### src/rtl/dcm_seq_pkg.sv
// Shared types and helpers for the DCM_SP lock/reset sequencer.
package dcm_seq_pkg;

  localparam int unsigned LOST_W  = 8;
  localparam int unsigned STATE_W = 3;

  typedef enum logic [STATE_W-1:0] {
    DCM_RST   = 3'd0,
    WAIT_LOCK = 3'd1,
    HOLD      = 3'd2,
    RUN       = 3'd3,
    FAIL      = 3'd4
  } state_e;

  // Bits needed to hold the largest of three cycle counts.
  function automatic int unsigned cnt_width(input int unsigned a,
                                            input int unsigned b,
                                            input int unsigned c);
    int unsigned m;
    m = (a > b) ? a : b;
    m = (m > c) ? m : c;
    return $clog2(m + 1);
  endfunction

endpackage

### src/rtl/dcm_reset_sequencer_sync_bit.sv
// N-flop async-reset synchroniser for a single level signal.
module sync_bit #(
  parameter int unsigned STAGES = 2
) (
  input  logic clk,
  input  logic rst_n,
  input  logic d_i,
  output logic q_o
);

  logic [STAGES-1:0] sync_q;

  always_ff @(posedge clk or negedge rst_n) begin
    if (!rst_n) begin
      sync_q <= '0;
    end else begin
      sync_q <= {sync_q[STAGES-2:0], d_i};
    end
  end

  assign q_o = sync_q[STAGES-1];

endmodule

### src/rtl/dcm_reset_sequencer.sv
// Drives DCM_SP RST from LOCKED and releases the system reset after a stable lock.
// Optional DCM_RESET_SEQ_FAIL_EN: give up in a terminal FAIL state after MAX_RETRIES timeouts.
module dcm_reset_sequencer
  import dcm_seq_pkg::*;
#(
  parameter int unsigned SYNC_STAGES    = 2,
  parameter int unsigned DCM_RST_CYCLES = 4,
  parameter int unsigned LOCK_TIMEOUT   = 65536,
  parameter int unsigned HOLD_CYCLES    = 1024,
  parameter int unsigned MAX_RETRIES    = 8
) (
  input  logic               clk,
  input  logic               rst_n,
  input  logic               locked_i,
  output logic               dcm_rst_o,
  output logic               sys_rst_n_o,
  output logic               lock_lost_o,
  output logic [LOST_W-1:0]  lost_count_o,
  output logic [STATE_W-1:0] state_o
);

  localparam int unsigned CNT_W = cnt_width(LOCK_TIMEOUT, HOLD_CYCLES, DCM_RST_CYCLES);

  // Reject parameter sets the sequencer cannot honour.
  if (SYNC_STAGES < 2 || DCM_RST_CYCLES < 1 || LOCK_TIMEOUT < 1 || HOLD_CYCLES < 1 ||
      MAX_RETRIES < 1) begin : g_bad_params
    $error("dcm_reset_sequencer: illegal parameter value");
  end

  state_e            state_q, state_d;
  logic [CNT_W-1:0]  cnt_q, cnt_d;
  logic [LOST_W-1:0] lost_q, lost_d;
  logic              dcm_rst_q, dcm_rst_d;
  logic              sys_rst_n_q, sys_rst_n_d;
  logic              lock_lost_q, lock_lost_d;
  logic              locked_s;

`ifdef DCM_RESET_SEQ_FAIL_EN
  localparam int unsigned RETRY_W = cnt_width(MAX_RETRIES, 0, 0);
  logic [RETRY_W-1:0] retry_q, retry_d;
`endif

  sync_bit #(
    .STAGES (SYNC_STAGES)
  ) u_lock_sync (
    .clk   (clk),
    .rst_n (rst_n),
    .d_i   (locked_i),
    .q_o   (locked_s)
  );

  // Next state; outputs are decoded from the next state so they line up with state_q.
  always_comb begin
    state_d     = state_q;
    cnt_d       = cnt_q;
    lost_d      = lost_q;
    lock_lost_d = 1'b0;
`ifdef DCM_RESET_SEQ_FAIL_EN
    retry_d     = retry_q;
`endif

    case (state_q)
      DCM_RST: begin
        cnt_d = CNT_W'(cnt_q + 1'b1);
        if (cnt_q == CNT_W'(DCM_RST_CYCLES - 1)) state_d = WAIT_LOCK;
      end
      WAIT_LOCK: begin
        cnt_d = CNT_W'(cnt_q + 1'b1);
        if (locked_s) begin
          state_d = HOLD;
        end else if (cnt_q == CNT_W'(LOCK_TIMEOUT - 1)) begin
`ifdef DCM_RESET_SEQ_FAIL_EN
          if (retry_q == RETRY_W'(MAX_RETRIES - 1)) begin
            state_d = FAIL;
          end else begin
            state_d = DCM_RST;
            retry_d = RETRY_W'(retry_q + 1'b1);
          end
`else
          state_d = DCM_RST;
`endif
        end
      end
      HOLD: begin
        cnt_d = CNT_W'(cnt_q + 1'b1);
        if (!locked_s) begin
          state_d = DCM_RST;
        end else if (cnt_q == CNT_W'(HOLD_CYCLES - 1)) begin
          state_d = RUN;
`ifdef DCM_RESET_SEQ_FAIL_EN
          retry_d = '0;
`endif
        end
      end
      RUN: begin
        if (!locked_s) begin
          state_d     = DCM_RST;
          lock_lost_d = 1'b1;
          if (lost_q != '1) lost_d = LOST_W'(lost_q + 1'b1);
        end
      end
`ifdef DCM_RESET_SEQ_FAIL_EN
      FAIL: state_d = FAIL;
`endif
      default: state_d = DCM_RST;
    endcase

    if (state_d != state_q) cnt_d = '0;

    dcm_rst_d   = (state_d == DCM_RST) || (state_d == FAIL);
    sys_rst_n_d = (state_d == RUN);
  end

  always_ff @(posedge clk or negedge rst_n) begin
    if (!rst_n) begin
      state_q     <= DCM_RST;
      cnt_q       <= '0;
      lost_q      <= '0;
      dcm_rst_q   <= 1'b1;
      sys_rst_n_q <= 1'b0;
      lock_lost_q <= 1'b0;
    end else begin
      state_q     <= state_d;
      cnt_q       <= cnt_d;
      lost_q      <= lost_d;
      dcm_rst_q   <= dcm_rst_d;
      sys_rst_n_q <= sys_rst_n_d;
      lock_lost_q <= lock_lost_d;
    end
  end

`ifdef DCM_RESET_SEQ_FAIL_EN
  always_ff @(posedge clk or negedge rst_n) begin
    if (!rst_n) begin
      retry_q <= '0;
    end else begin
      retry_q <= retry_d;
    end
  end
`endif

  assign dcm_rst_o    = dcm_rst_q;
  assign sys_rst_n_o  = sys_rst_n_q;
  assign lock_lost_o  = lock_lost_q;
  assign lost_count_o = lost_q;
  assign state_o      = state_q;

endmodule

### config.mk
export PLATFORM = sky130hd
export DESIGN_NAME = dcm_reset_sequencer
export DESIGN_NICKNAME = d
export VERILOG_FILES = /design/src/rtl/dcm_seq_pkg.sv /design/src/rtl/dcm_reset_sequencer_sync_bit.sv /design/src/rtl/dcm_reset_sequencer.sv
export SDC_FILE = /design/constraint.sdc
export NUM_CORES = 1
export LEC_CHECK = 0
export CELL_PAD_IN_SITES_DETAIL_PLACEMENT = 1
export CELL_PAD_IN_SITES_GLOBAL_PLACEMENT = 1
export CORE_MARGIN = 3
export CORE_UTILIZATION = 49
export CTS_BUF_LIST = sky130_fd_sc_hd__clkbuf_8
export CTS_CLUSTER_DIAMETER = 100
export DETAILED_ROUTE_END_ITERATION = 8
export PLACE_DENSITY = 0.85
export SYNTH_ARGS = -nofsm -noshare
export SYNTH_HDL_FRONTEND = slang
export SYNTH_SLANG_ARGS = --single-unit
### constraint.sdc
create_clock -name clk -period 6.1 [get_ports clk]
set_input_delay 1.22 -clock clk [delete_from_list [all_inputs] [get_ports clk]]
set_output_delay 1.22 -clock clk [all_outputs]
set_load 0.005 [all_outputs]
# Yosys cells after proc, flatten, opt, wreduce, memory -nomap -nowiden
# Index checks and enable logic that the tools add are counted.
[word_totals] register_bits=33 inputBits=3
[classes] add_sub_neg=2 n_eq_ne=10 n_mux=11 bitwise_logic=1 reduce_logical=6
[ops] op="17-bit two-way mux" count=2
[ops] op="3-bit two-way mux" count=6
[ops] op="17-bit by 1-bit adder with 17-bit output (second input constant)" count=1
[ops] op="17-bit by 10-bit == test with 1-bit output (second input constant)" count=1
[ops] op="17-bit by 16-bit == test with 1-bit output (second input constant)" count=1
[ops] op="17-bit by 2-bit == test with 1-bit output (second input constant)" count=1
[ops] op="3-bit case mux with 4 select lines" count=1
[ops] op="3-bit by 2-bit == test with 1-bit output (second input constant)" count=3
[ops] op="8-bit by 1-bit adder with 8-bit output (second input constant)" count=1
[ops] op="8-bit inequality test (second input constant)" count=1
[ops] op="3-bit logical NOT" count=2
[ops] op="3-bit by 1-bit == test with 1-bit output (second input constant)" count=1
[ops] op="3-bit == test (second input constant)" count=1
[ops] op="3-bit inequality test" count=1
[ops] op="3-bit AND reduction" count=1
[ops] op="3-bit OR reduction" count=1
[ops] op="1-bit two-way mux" count=2
[ops] op="2-bit nonzero test" count=1
[ops] op="1-bit logical OR" count=1
[ops] op="1-bit NOT" count=1

# Longest topological paths before layout
# Gate-level depths: netlist of run 1.
[logic_depth] ltp_word=6 mapped_depth=9

# By module
# A second synthesis of run 1 with hierarchy kept.
[unflattened] cells_unflattened=161 area_unflattened_um2=1692.9
[modules_own_cells] module="dcm_reset_sequencer" instances=1 cells_each=159 area_each_um2=1642.8
[modules_own_cells] module="sync_bit" instances=1 cells_each=2 area_each_um2=50.0

# Least setup slack after synthesis of run 1
# Ideal clock, no wire load.
[synth_path] path_type="flip-flop to flip-flop" startpoint="reg cnt_q[8]" endpoint="reg cnt_q[1]" setup_time_ns=0.073 arrival_ns=2.293 required_ns=6.027 path_slack_ns=3.733 stages_incl_launch_ff=10 path_buffers=1 path_cell_list="dfrtp_1 > and4_1 > nand2_1 > nor4_1 > ha_1 > or4_1 > o21a_1 > a2111o_1 > buf_6 > a21oi_2"
[synth_via] elab_chain_cells=6
[synth_lines] item="start, declared" line="dcm_reset_sequencer.sv:31" source="logic [CNT_W-1:0] cnt_q, cnt_d;"
[synth_lines] item="start signal, assigned" line="dcm_reset_sequencer.sv:124" source="cnt_q <= cnt_d;"
[synth_lines] item="17-bit by 10-bit == test with 1-bit output / 17-bit by 16-bit == test with 1-bit output (equally long branches)" line="dcm_reset_sequencer.sv:88, dcm_reset_sequencer.sv:71"
[synth_lines] item="3-bit two-way mux (on tied branches)" line="dcm_reset_sequencer.sv:88, dcm_reset_sequencer.sv:71"
[synth_lines] item="3-bit two-way mux (on tied branches)" line="dcm_reset_sequencer.sv:86, dcm_reset_sequencer.sv:69"
[synth_lines] item="3-bit case mux with 4 select lines *" line="dcm_reset_sequencer.sv:62" source="case (state_q)"
[synth_lines] item="3-bit inequality test *" line="dcm_reset_sequencer.sv:108" source="if (state_d != state_q) cnt_d = '0;"
[synth_lines] item="17-bit two-way mux / 2-bit nonzero test (equally long branches)"
# Every way passes the cells marked *; elsewhere a longest branch is shown, timed or not.
# A chain may end at the register's enable or synchronous reset.

# Worst setup path in the final report of run 1
[layout_path] startpoint="reg cnt_q[6]" endpoint="reg cnt_q[4]"
# Same word-level chain as after synthesis.

==> flow_metrics.env, run 1 <==
export IMPL_worstReg2RegStart="cnt_q[6]$_DFFE_PN0P_"
export IMPL_setup_tns_ns=0
export IMPL_synth_seq_cells=33
export IMPL_worst_slack_ns=3.25
export IMPL_cp_end_kind="flip-flop"
export IMPL_p_per_area_nw_per_um2=218
export IMPL_gp_congestion=0.784
export IMPL_power_leakage_uw=0.000790
export IMPL_hold_path_class="flip-flop to flip-flop"
export IMPL_die_y_um=63.3
export IMPL_grtUsageTotal_pct=20.6
export IMPL_crit_required_ns=6.30
export IMPL_postCtsSetupRepairBufs=0
export IMPL_power_switching_uw=93.0
export IMPL_die_area_um2=4000
export IMPL_drive_above_1_share_pct=11.8
export IMPL_synthDistinctLibCells=31
export IMPL_slew_headroom_pct=43.3
export IMPL_drt_pass1_iterations=4
export IMPL_synth_edf_count=0
export IMPL_cts_buffers=5
export IMPL_h_tree_depth=2
export IMPL_syn_cell_area_um2=1610
export IMPL_setup_viol=0
export IMPL_grt_max_degree=34
export IMPL_wirelength_mm=3.54
export IMPL_postSynthAreaPerCell_um2=10.7
export IMPL_place_ws_ns=3.27
export IMPL_switching_share_pct=22.6
export IMPL_ioPinCount=17
export IMPL_clock_sinks=33
export IMPL_core_rowCount=20
export IMPL_hold_viol=0
export IMPL_start_util_pct=51.8
export IMPL_core_um2=3100
export IMPL_die_x_um=63.3
export IMPL_grt_antenna_before_repair=0
export IMPL_max_freq_mhz=351
export IMPL_start_kind="flip-flop"
export IMPL_cap_violations=0
export IMPL_grt_pass1_vias=1315
export IMPL_drv_slew=0
export IMPL_num_antenna_cells=0
export IMPL_async_flop_share_pct=100
export IMPL_path_clk_slew_ns=0.07
export IMPL_fin_crit_sh_pct=46.7
export IMPL_hpwl_mm=2.51
export IMPL_worstSkewPairLatency_ns=0.29
export IMPL_first_iter_violations=46
export IMPL_io_buffers=16
export IMPL_peakVddDrop_mv=0.204
export IMPL_syn_to_final_growth_pct=17.5
export IMPL_yosysWarnings=0
export IMPL_cts_tree="done"
export IMPL_arrival_ns=3.05
export IMPL_clkPwrFrac_pct=39.9
export IMPL_p_int_uw=318
export IMPL_postRouteAntennaNets=0
export IMPL_ctsRootBufferMaster="clkbuf_8"
export IMPL_tightest_slew_ns=0.849
export IMPL_vias_per_cell=5.50
export IMPL_status="completed"
export IMPL_fill_cells=348
export IMPL_dp_cells=206
export IMPL_skew_ns=0.00884
export IMPL_finalPower_uw=411
export IMPL_worstPathMaxFanout=17
export IMPL_cts_resized=0
export IMPL_pwr_share_seq_pct=54.9
export IMPL_syn_num_nets=156
export IMPL_comb_power_share_pct=5.2
export IMPL_nNetsFinal=175
export IMPL_period_minus_slack_ns=2.85
export IMPL_clock_path_buffers=2
export IMPL_stdcell_count=214
export IMPL_cp_startpoint="cnt_q[6]$_DFFE_PN0P_"
export IMPL_seq_area_frac_synth_pct=51.5
export IMPL_num_vias=1177
export IMPL_grt_ovfl_total=0
export IMPL_path_class="flip-flop to flip-flop"
export IMPL_hp_start="u_lock_sync.sync_q[0]$_DFF_PN0_"
export IMPL_netlist_instances=150
export IMPL_grt_pass1_wl_mm=6.36
export IMPL_synth_main_ff_cell="dfrtp_1"
export IMPL_rsz0062_at_grt="false"
export IMPL_wl_per_cell_um=16.5
export IMPL_post_route_drc_count=0
export IMPL_ctsHoldBuffers=0
[path summary, 6_finish.rpt]
| check | end | slack (ns) | cells after the start |
|---|---|---|---|
| worst min-delay path | u_lock_sync.sync_q[1]$_DFF_PN0_ | 0.37 | 0 |
| worst min register to register | u_lock_sync.sync_q[1]$_DFF_PN0_ | 0.37 | 0 |
| worst max register to register | cnt_q[4]$_DFFE_PN0P_ | 3.25 | 8 |
| worst max-delay path | cnt_q[4]$_DFFE_PN0P_ | 3.25 | 8 |
| min in group asynchronous | u_lock_sync.sync_q[0]$_DFF_PN0_ | 1.35 | 2 |
| max in group asynchronous | dcm_rst_o$_DFF_PN1_ | 4.42 | 2 |
[power by group through the flow]
stage          combinational, uW  clock (uW)  sequential, uW
4_1_cts                     22.0         170             226
2_1_floorplan               12.2           0             229
5_1_grt                     24.2         181             226
3_3_place_gp                20.8           0             229
6_report                    21.4         164             226
3_5_place_dp                21.8           0             230
[kinds of logic (layout without fill, tap and decap cells)]
family | count (synthesis) | after routing | synth area share [%]
AOI/OAI and AO/OA | 24 | 24 | 10.7
xor gates and xnor gates | 23 | 23 | 12.5
adders and majority gates | 3 | 3 | 2.34
buffers and inverters | 9 | 29 | 2.88
DFF | 33 | 33 | 51.5
muxes | 2 | 2 | 1.32
other | 1 | 1 | 0.233
and+or+nand+nor | 55 | 55 | 18.5
[layout by cell type, fill, tap and decap left out, types with 2 or more instances in the layout]
cell type and n:
nor3_1 5, xnor2_1 14, nand4_1 9, a21oi_1 10, o21a_1 2, and3_1 6, nor2b_1 2, clkdlybuf4s50_1 16
a21oi_2 10, clkbuf_8 6, ha_1 3, nor4_1 5, and4_1 2, inv_1 5, nor2_1 5, nand3_1 8
xor2_1 9, nand2_1 10, dfrtp_1 32
[cell usage after synthesis, types with 2 or more instances]
library cell,count,share of area (%)
nor3_1,5,1.6
nor2_1,5,1.2
o21a_1,2,0.93
and3_1,6,2.3
xnor2_1,14,7.6
and4_1,2,1.1
nand2_1,10,2.3
nor2b_1,2,0.78
a21oi_1,10,3.1
nor4_1,5,1.9
clkbuf_1,2,0.47
inv_1,3,0.70
xor2_1,9,4.9
dfrtp_1,32,50
a21oi_2,10,5.5
nand3_1,8,2.5
ha_1,3,2.3
nand4_1,9,3.5
[flip-flops by register name, summed over array words and instances (netlist names)]
register and count:
sys_rst_n_o 1, cnt_q 17, dcm_rst_o 1, state_o 3, lock_lost_o 1, lost_count_o 8, u_lock_sync.sync_q 2
[per-stage QoR]
stage | utilization [%] | area (um^2) | hold slack [ns]
CTS | 60.8 | 1890 | 0.371
floorplan | - | 1610 | 0.331
global placement | 57.9 | 1800 | 0.335
global route | 60.8 | 1890 | 0.378
detailed placement | 57.9 | 1800 | 0.349
finish | 60.8 | 1890 | 0.372
[worst max-delay path: stages, from the launching register on]
cell,delay (ns)
dfrtp_1,0.44
and4_1,0.30
nand2_1,0.19
nor4_1,0.37
ha_1,0.20
or4_1,0.11
o21a_1,0.18
nand3_1,0.62
a21oi_1,0.34
[metal layers]
metal / wire, um / GRT usage, %
met5: 0 / 0
met4: 59 / 7.28
met3: 129 / 6.95
met2: 1670 / 31.6
met1: 1680 / 27.3
[cell type report]
type | count | area, um^2 | area share [%]
Sequential cell | 33 | 827 | 43.8
Multi-Input combinational cell | 108 | 733 | 38.8
Timing Repair Buffer | 17 | 168 | 8.88
Clock buffer | 6 | 82.6 | 4.37
Tap cell | 44 | 55.1 | 2.92
Inverter | 4 | 15.0 | 0.795
Clock inverter | 2 | 7.51 | 0.398
No activity file was read; power rests on OpenSTA's default activity.
==> inputs of run 2 (changes only) <==
--- a/config.mk
+++ b/config.mk
@@ -8,11 +8,11 @@
 export CELL_PAD_IN_SITES_DETAIL_PLACEMENT = 1
 export CELL_PAD_IN_SITES_GLOBAL_PLACEMENT = 1
 export CORE_MARGIN = 3
-export CORE_UTILIZATION = 49
+export CORE_UTILIZATION = 46
 export CTS_BUF_LIST = sky130_fd_sc_hd__clkbuf_8
 export CTS_CLUSTER_DIAMETER = 100
 export DETAILED_ROUTE_END_ITERATION = 8
-export PLACE_DENSITY = 0.85
+export PLACE_DENSITY = 0.8
 export SYNTH_ARGS = -nofsm -noshare
 export SYNTH_HDL_FRONTEND = slang
 export SYNTH_SLANG_ARGS = --single-unit
==> constraint.sdc (replaced) <==
create_clock -name clk -period 2.87 [get_ports clk]
set_input_delay 0.574 -clock clk [delete_from_list [all_inputs] [get_ports clk]]
set_output_delay 0.574 -clock clk [all_outputs]
set_load 0.005 [all_outputs]
==> flow_metrics.env, run 2 (same netlist as run 1, synthesis figures left out) <==
export IMPL_period_minus_slack_ns=2.63
export IMPL_placed_area_um2=1820
export IMPL_cts_buffers=5
export IMPL_io_buffers=16
export IMPL_cts_resized=0
export IMPL_hold_path_class="flip-flop to flip-flop"
export IMPL_path_clk_slew_ns=0.07
export IMPL_worstPathMaxFanout=17
export IMPL_stdcell_count=217
export IMPL_setup_tns_ns=0
export IMPL_grt_max_degree=34
export IMPL_hold_viol=0
export IMPL_drv_slew=0
export IMPL_vias_per_cell=5.53
export IMPL_switching_share_pct=19.5
export IMPL_start_kind="flip-flop"
export IMPL_grt_antenna_before_repair=0
export IMPL_max_freq_mhz=381
export IMPL_power_leakage_uw=0.000819
export IMPL_path_class="flip-flop to flip-flop"
export IMPL_nNetsFinal=178
export IMPL_grtUsageTotal_pct=19.7
export IMPL_hpwl_mm=2.58
export IMPL_final_common_cell="dfrtp_1"
export IMPL_worst_slack_ns=0.243
export IMPL_die_x_um=65.1
export IMPL_setup_viol=0
export IMPL_arrival_ns=2.82
export IMPL_pwr_share_seq_pct=46.2
export IMPL_place_ws_ns=0.328
export IMPL_finalPower_uw=1040
export IMPL_peakVddDrop_mv=0.520
export IMPL_post_route_drc_count=0
export IMPL_p_per_area_nw_per_um2=531
export IMPL_num_vias=1201
export IMPL_start_util_pct=50.6
export IMPL_wirelength_mm=3.60
export IMPL_mostFrequentLayoutCells="dfrtp_1, clkdlybuf4s50_1, xnor2_1"
export IMPL_skew_ns=0.00849
export IMPL_die_area_um2=4240
export IMPL_crit_required_ns=3.06
export IMPL_clock_path_buffers=2
export IMPL_final_area_um2=1950
export IMPL_fin_crit_sh_pct=91.5
export IMPL_power_switching_uw=203
export IMPL_first_iter_violations=64
export IMPL_cp_end_kind="flip-flop"
export IMPL_ioPinCount=17
export IMPL_h_tree_depth=2
export IMPL_gp_congestion=0.762
export IMPL_regMostFlops="cnt_q"
export IMPL_core_um2=3180
export IMPL_fill_cells=349
export IMPL_num_antenna_cells=0
export IMPL_wl_per_cell_um=16.6
export IMPL_postCtsSetupRepairBufs=0
export IMPL_dp_cells=209
export IMPL_rsz0062_at_grt="false"
export IMPL_ctsRootBufferMaster="clkbuf_8"
export IMPL_comb_power_share_pct=4.6
export IMPL_grt_pass1_vias=1299
export IMPL_grt_pass1_wl_mm=6.27
export IMPL_core_rowCount=20
export IMPL_drt_pass1_iterations=4
export IMPL_clock_sinks=33
export IMPL_die_y_um=65.1
export IMPL_grt_ovfl_total=0
export IMPL_status="completed"
export IMPL_syn_to_final_growth_pct=21.7
export IMPL_cap_violations=0
export IMPL_clkPwrFrac_pct=49.1
export IMPL_drive_above_1_share_pct=14.5
export IMPL_cts_tree="done"
export IMPL_largest_reg_flops=17
export IMPL_ctsHoldBuffers=0
export IMPL_worstSkewPairLatency_ns=0.28
export IMPL_postRouteAntennaNets=0
export IMPL_p_int_uw=836
## run 2: layout make-up
type	instances	area (um^2)	area share, %
Sequential cell	33	827	42.3
Multi-Input combinational cell	108	733	37.5
Timing Repair Buffer	20	190	9.73
Clock buffer	5	68.8	3.52
Clock inverter	3	65.1	3.33
Tap cell	44	55.1	2.82
Inverter	4	15.0	0.768
## run 2: power by group through the flow
stage | Clock [uW] | Combinational, uW | Sequential [uW]
3_5_place_dp | 0 | 48.9 | 489
5_1_grt | 553 | 55.1 | 481
6_report | 510 | 48.1 | 480
2_1_floorplan | 0 | 25.9 | 486
4_1_cts | 524 | 49.4 | 480
3_3_place_gp | 0 | 47.3 | 488
## run 2: per-layer routing
metal,share of wire (%),vias up,track usage (%)
met1,46,593,25.9
met3,3.9,6,5.47
li1,-,575,-
met4,1.2,0,4.66
met5,0,-,0
met2,49,27,32.4
## run 2: through the flow
step | utilization [%] | hold slack [ns]
floorplan | - | 0.278
global route | 61.5 | 0.384
finish | 61.5 | 0.368
detailed placement | 57.3 | 0.360
CTS | 61.5 | 0.377
global placement | 57.3 | 0.335
## run 2: worst paths after layout
kind,from,endpoint,slack [ns],depth (start not counted)
max,cnt_q[9]$_DFFE_PN0P_,cnt_q[4]$_DFFE_PN0P_,0.24,9
min,u_lock_sync.sync_q[0]$_DFF_PN0_,u_lock_sync.sync_q[1]$_DFF_PN0_,0.37,0
max reg2reg,cnt_q[9]$_DFFE_PN0P_,cnt_q[4]$_DFFE_PN0P_,0.24,9
min reg2reg,u_lock_sync.sync_q[0]$_DFF_PN0_,u_lock_sync.sync_q[1]$_DFF_PN0_,0.37,0
max in group asynchronous,rst_n,dcm_rst_o$_DFF_PN1_,1.87,2
min in group asynchronous,rst_n,u_lock_sync.sync_q[0]$_DFF_PN0_,0.69,2
## run 2: worst max-delay path: stages (launching register included)
cell and delay [ns]:
dfrtp_1 0.40, and4_1 0.27, nand2_1 0.19, nor4_1 0.09, ha_1 0.18, or4_1 0.41, o21a_1 0.15, a2111o_1 0.41
buf_4 0.22, a21oi_1 0.20
==> inputs of run 3 (changes only) <==
--- a/config.mk
+++ b/config.mk
@@ -5,14 +5,14 @@
 export SDC_FILE = /design/constraint.sdc
 export NUM_CORES = 1
 export LEC_CHECK = 0
+export ABC_AREA = 1
 export CELL_PAD_IN_SITES_DETAIL_PLACEMENT = 1
 export CELL_PAD_IN_SITES_GLOBAL_PLACEMENT = 1
 export CORE_MARGIN = 3
-export CORE_UTILIZATION = 46
-export CTS_BUF_LIST = sky130_fd_sc_hd__clkbuf_8
+export CORE_UTILIZATION = 43
 export CTS_CLUSTER_DIAMETER = 100
 export DETAILED_ROUTE_END_ITERATION = 8
-export PLACE_DENSITY = 0.8
+export PLACE_DENSITY = 0.77
 export SYNTH_ARGS = -nofsm -noshare
 export SYNTH_HDL_FRONTEND = slang
 export SYNTH_SLANG_ARGS = --single-unit
==> flow_metrics.env, run 3 <==
export IMPL_post_route_drc_count=0
export IMPL_h_tree_depth=2
export IMPL_die_area_um2=4800
export IMPL_nNetsFinal=216
export IMPL_ys_top_cells_by_area="dfrtp_1, xor2_1, nor2_1"
export IMPL_drive_above_1_share_pct=13.3
export IMPL_synth_xor_area_share_pct=11.2
export IMPL_postCtsSetupRepairBufs=0
export IMPL_cts_buffers=5
export IMPL_num_vias=1280
export IMPL_postRouteAntennaNets=0
export IMPL_ioPinCount=17
export IMPL_skew_ns=0.00470
export IMPL_wl_per_cell_um=13.8
export IMPL_setup_tns_ns=0
export IMPL_wirelength_mm=3.58
export IMPL_multi_input_area_um2=797
export IMPL_arrival_ns=2.62
export IMPL_seq_area_frac_synth_pct=48.0
export IMPL_holdWs_ns=0.370
export IMPL_period_minus_slack_ns=2.47
export IMPL_ff2ff_setup_slack_ns=0.40
export IMPL_drv_slew=0
export IMPL_status="completed"
export IMPL_core_um2=3770
export IMPL_max_freq_mhz=405
export IMPL_gp_congestion=0.825
export IMPL_yosys_mux_area_fraction_pct=0.581
export IMPL_seq_area_um2=827
export IMPL_worstReg2RegStart="cnt_q[0]$_DFFE_PN0P_"
export IMPL_drt_pass1_iterations=4
export IMPL_p_per_area_nw_per_um2=433
export IMPL_die_x_um=69.3
export IMPL_rsz0062_at_grt="false"
export IMPL_power_leakage_uw=0.000904
export IMPL_clock_sinks=33
export IMPL_hp_start="u_lock_sync.sync_q[0]$_DFF_PN0_"
export IMPL_reg2reg_depth=15
export IMPL_grt_max_degree=34
export IMPL_min_to="u_lock_sync.sync_q[1]$_DFF_PN0_"
export IMPL_final_area_um2=2010
export IMPL_hold_path_class="flip-flop to flip-flop"
export IMPL_path_clk_slew_ns=0.07
export IMPL_num_antenna_cells=0
export IMPL_netlist_instances=187
export IMPL_ctsHoldBuffers=0
export IMPL_syn_to_final_growth_pct=16.8
export IMPL_synthDistinctLibCells=23
export IMPL_die_y_um=69.3
export IMPL_synth_adder_area_share_pct=2.18
export IMPL_hold_viol=0
export IMPL_worstSkewPairLatency_ns=0.28
export IMPL_cts_tree="done"
export IMPL_peakVddDrop_mv=0.288
export IMPL_grt_antenna_before_repair=0
export IMPL_synth_seq_cells=33
export IMPL_grtUsageTotal_pct=17.0
export IMPL_worstPathMaxFanout=17
export IMPL_grt_pass1_vias=1471
export IMPL_cap_violations=0
export IMPL_fin_crit_sh_pct=86.0
export IMPL_synth_top_cell_area_share_pct=46.5
export IMPL_first_iter_violations=40
export IMPL_synth_top_family_by_area="simple AND/OR/NAND/NOR gates"
export IMPL_synth_compound_area_share_pct=1.16
export IMPL_netlist_top_cells_count="dfrtp_1, nor2_1, nand2_1"
export IMPL_synth_simple_area_share_pct=30.9
export IMPL_ctsRootBufferMaster="clkbuf_8"
export IMPL_start_util_pct=45.7
export IMPL_cts_resized=0
export IMPL_largest_reg_flops=17
export IMPL_yosysWarnings=0
export IMPL_path_class="flip-flop to flip-flop"
export IMPL_min_path_cells=0
export IMPL_vias_per_cell=4.94
export IMPL_grt_pass1_wl_mm=6.61
export IMPL_io_buffers=16
export IMPL_grt_ovfl_total=0
export IMPL_r2r_end="cnt_q[4]$_DFFE_PN0P_"
export IMPL_core_rowCount=22
export IMPL_cp_end_kind="flip-flop"
export IMPL_syn_cell_area_um2=1720
export IMPL_syn_num_nets=193
export IMPL_mostFrequentLayoutCells="nor2_1, dfrtp_1, nand2_1"
export IMPL_synth_main_ff_cell="dfrtp_1"
export IMPL_clock_path_buffers=2
export IMPL_placed_area_um2=1930
export IMPL_crit_required_ns=3.02
export IMPL_async_flop_share_pct=100
export IMPL_regMostFlops="cnt_q"
export IMPL_setup_viol=0
export IMPL_postSynthAreaPerCell_um2=9.21
export IMPL_start_kind="flip-flop"
export IMPL_synth_top_area_cell="dfrtp_1"
export IMPL_hpwl_mm=2.73
export IMPL_synth_edf_count=0
export IMPL_fill_cells=454
## run 3: cell types whose count changed after synthesis, moves of 5 or more
cell,previous run,this run
a21oi_1,10,0
a21oi_2,10,0
and3_1,6,0
inv_1,3,21
nand2_1,10,26
nand2_2,0,5
nand3_1,8,14
nand4_1,9,3
nor2_1,5,32
nor2_4,0,10
nor4_1,5,0
xnor2_1,14,4
xor2_1,9,18
## run 3: critical path: stages (launching register included)
cell	delay, ns
dfrtp_1	0.39
ha_1	0.19
nand3_1	0.12
nor3_2	0.20
and3_2	0.22
nor3b_1	0.19
ha_1	0.18
nor2_1	0.04
nand3_1	0.06
nand2_1	0.06
inv_1	0.11
nand2_4	0.07
nand2_2	0.06
nand2_2	0.06
nand2_4	0.30
nor2_1	0.09
## run 3: layer usage
metal	vias to the layer above	global-route usage, %	routed length [um]
met5	-	0	0
met4	0	3.90	40
met3	6	5.36	122
met2	16	31.3	1880
met1	636	19.1	1540
li1	622	-	-
## run 3: layout make-up
type	instances	share of cell area (%)
Timing Repair Buffer	17	8.33
Sequential cell	33	41.1
Inverter	21	3.92
Multi-Input combinational cell	132	39.6
Clock inverter	2	0.497
Clock buffer	6	3.60
Tap cell	48	2.98
## run 3: where the power goes
part           internal [uW]  switching [uW]
combinational           18.9            39.5
sequential               473            7.26
clock                    168             165
total                    660             211
## run 3: cells by family after synthesis
| logic type | Yosys count |
|---|---|
| simple gates | 102 |
| flops | 33 |
| xor+xnor | 22 |
| buf+inv | 22 |
| fa+ha+maj | 3 |
| compound gates | 3 |
| other cells | 1 |
| mux | 1 |
## run 3: how the worst max path moves through the flow
stage / start / endpoint / cells after the start / slack (ns)
final: cnt_q[0]$_DFFE_PN0P_ / cnt_q[4]$_DFFE_PN0P_ / 15 / 0.40
after global routing: cnt_q[0]$_DFFE_PN0P_ / cnt_q[4]$_DFFE_PN0P_ / 15 / 0.07
after CTS: cnt_q[0]$_DFFE_PN0P_ / cnt_q[4]$_DFFE_PN0P_ / 15 / 0.37
after detailed placement: cnt_q[0]$_DFFE_PN0P_ / cnt_q[4]$_DFFE_PN0P_ / 15 / 0.43
after global placement: cnt_q[0]$_DFFE_PN0P_ / cnt_q[4]$_DFFE_PN0P_ / 15 / 0.57
after floorplan: cnt_q[0]$_DFFE_PN0P_ / cnt_q[16]$_DFFE_PN0P_ / 16 / 0.75
## run 3: through the flow
| stage | util [%] | power [uW] | worst slack [ns] | std cells |
|---|---|---|---|---|
| final | 53.4 | 871 | 0.402 | 259 |
| after global routing | 53.4 | 919 | 0.0737 | 259 |
| after CTS | 53.4 | 886 | 0.375 | 259 |
| after detailed placement | 51.2 | 548 | 0.432 | 251 |
| after global placement | 51.2 | 546 | 0.569 | 251 |
| after floorplan | - | 528 | 0.745 | 187 |
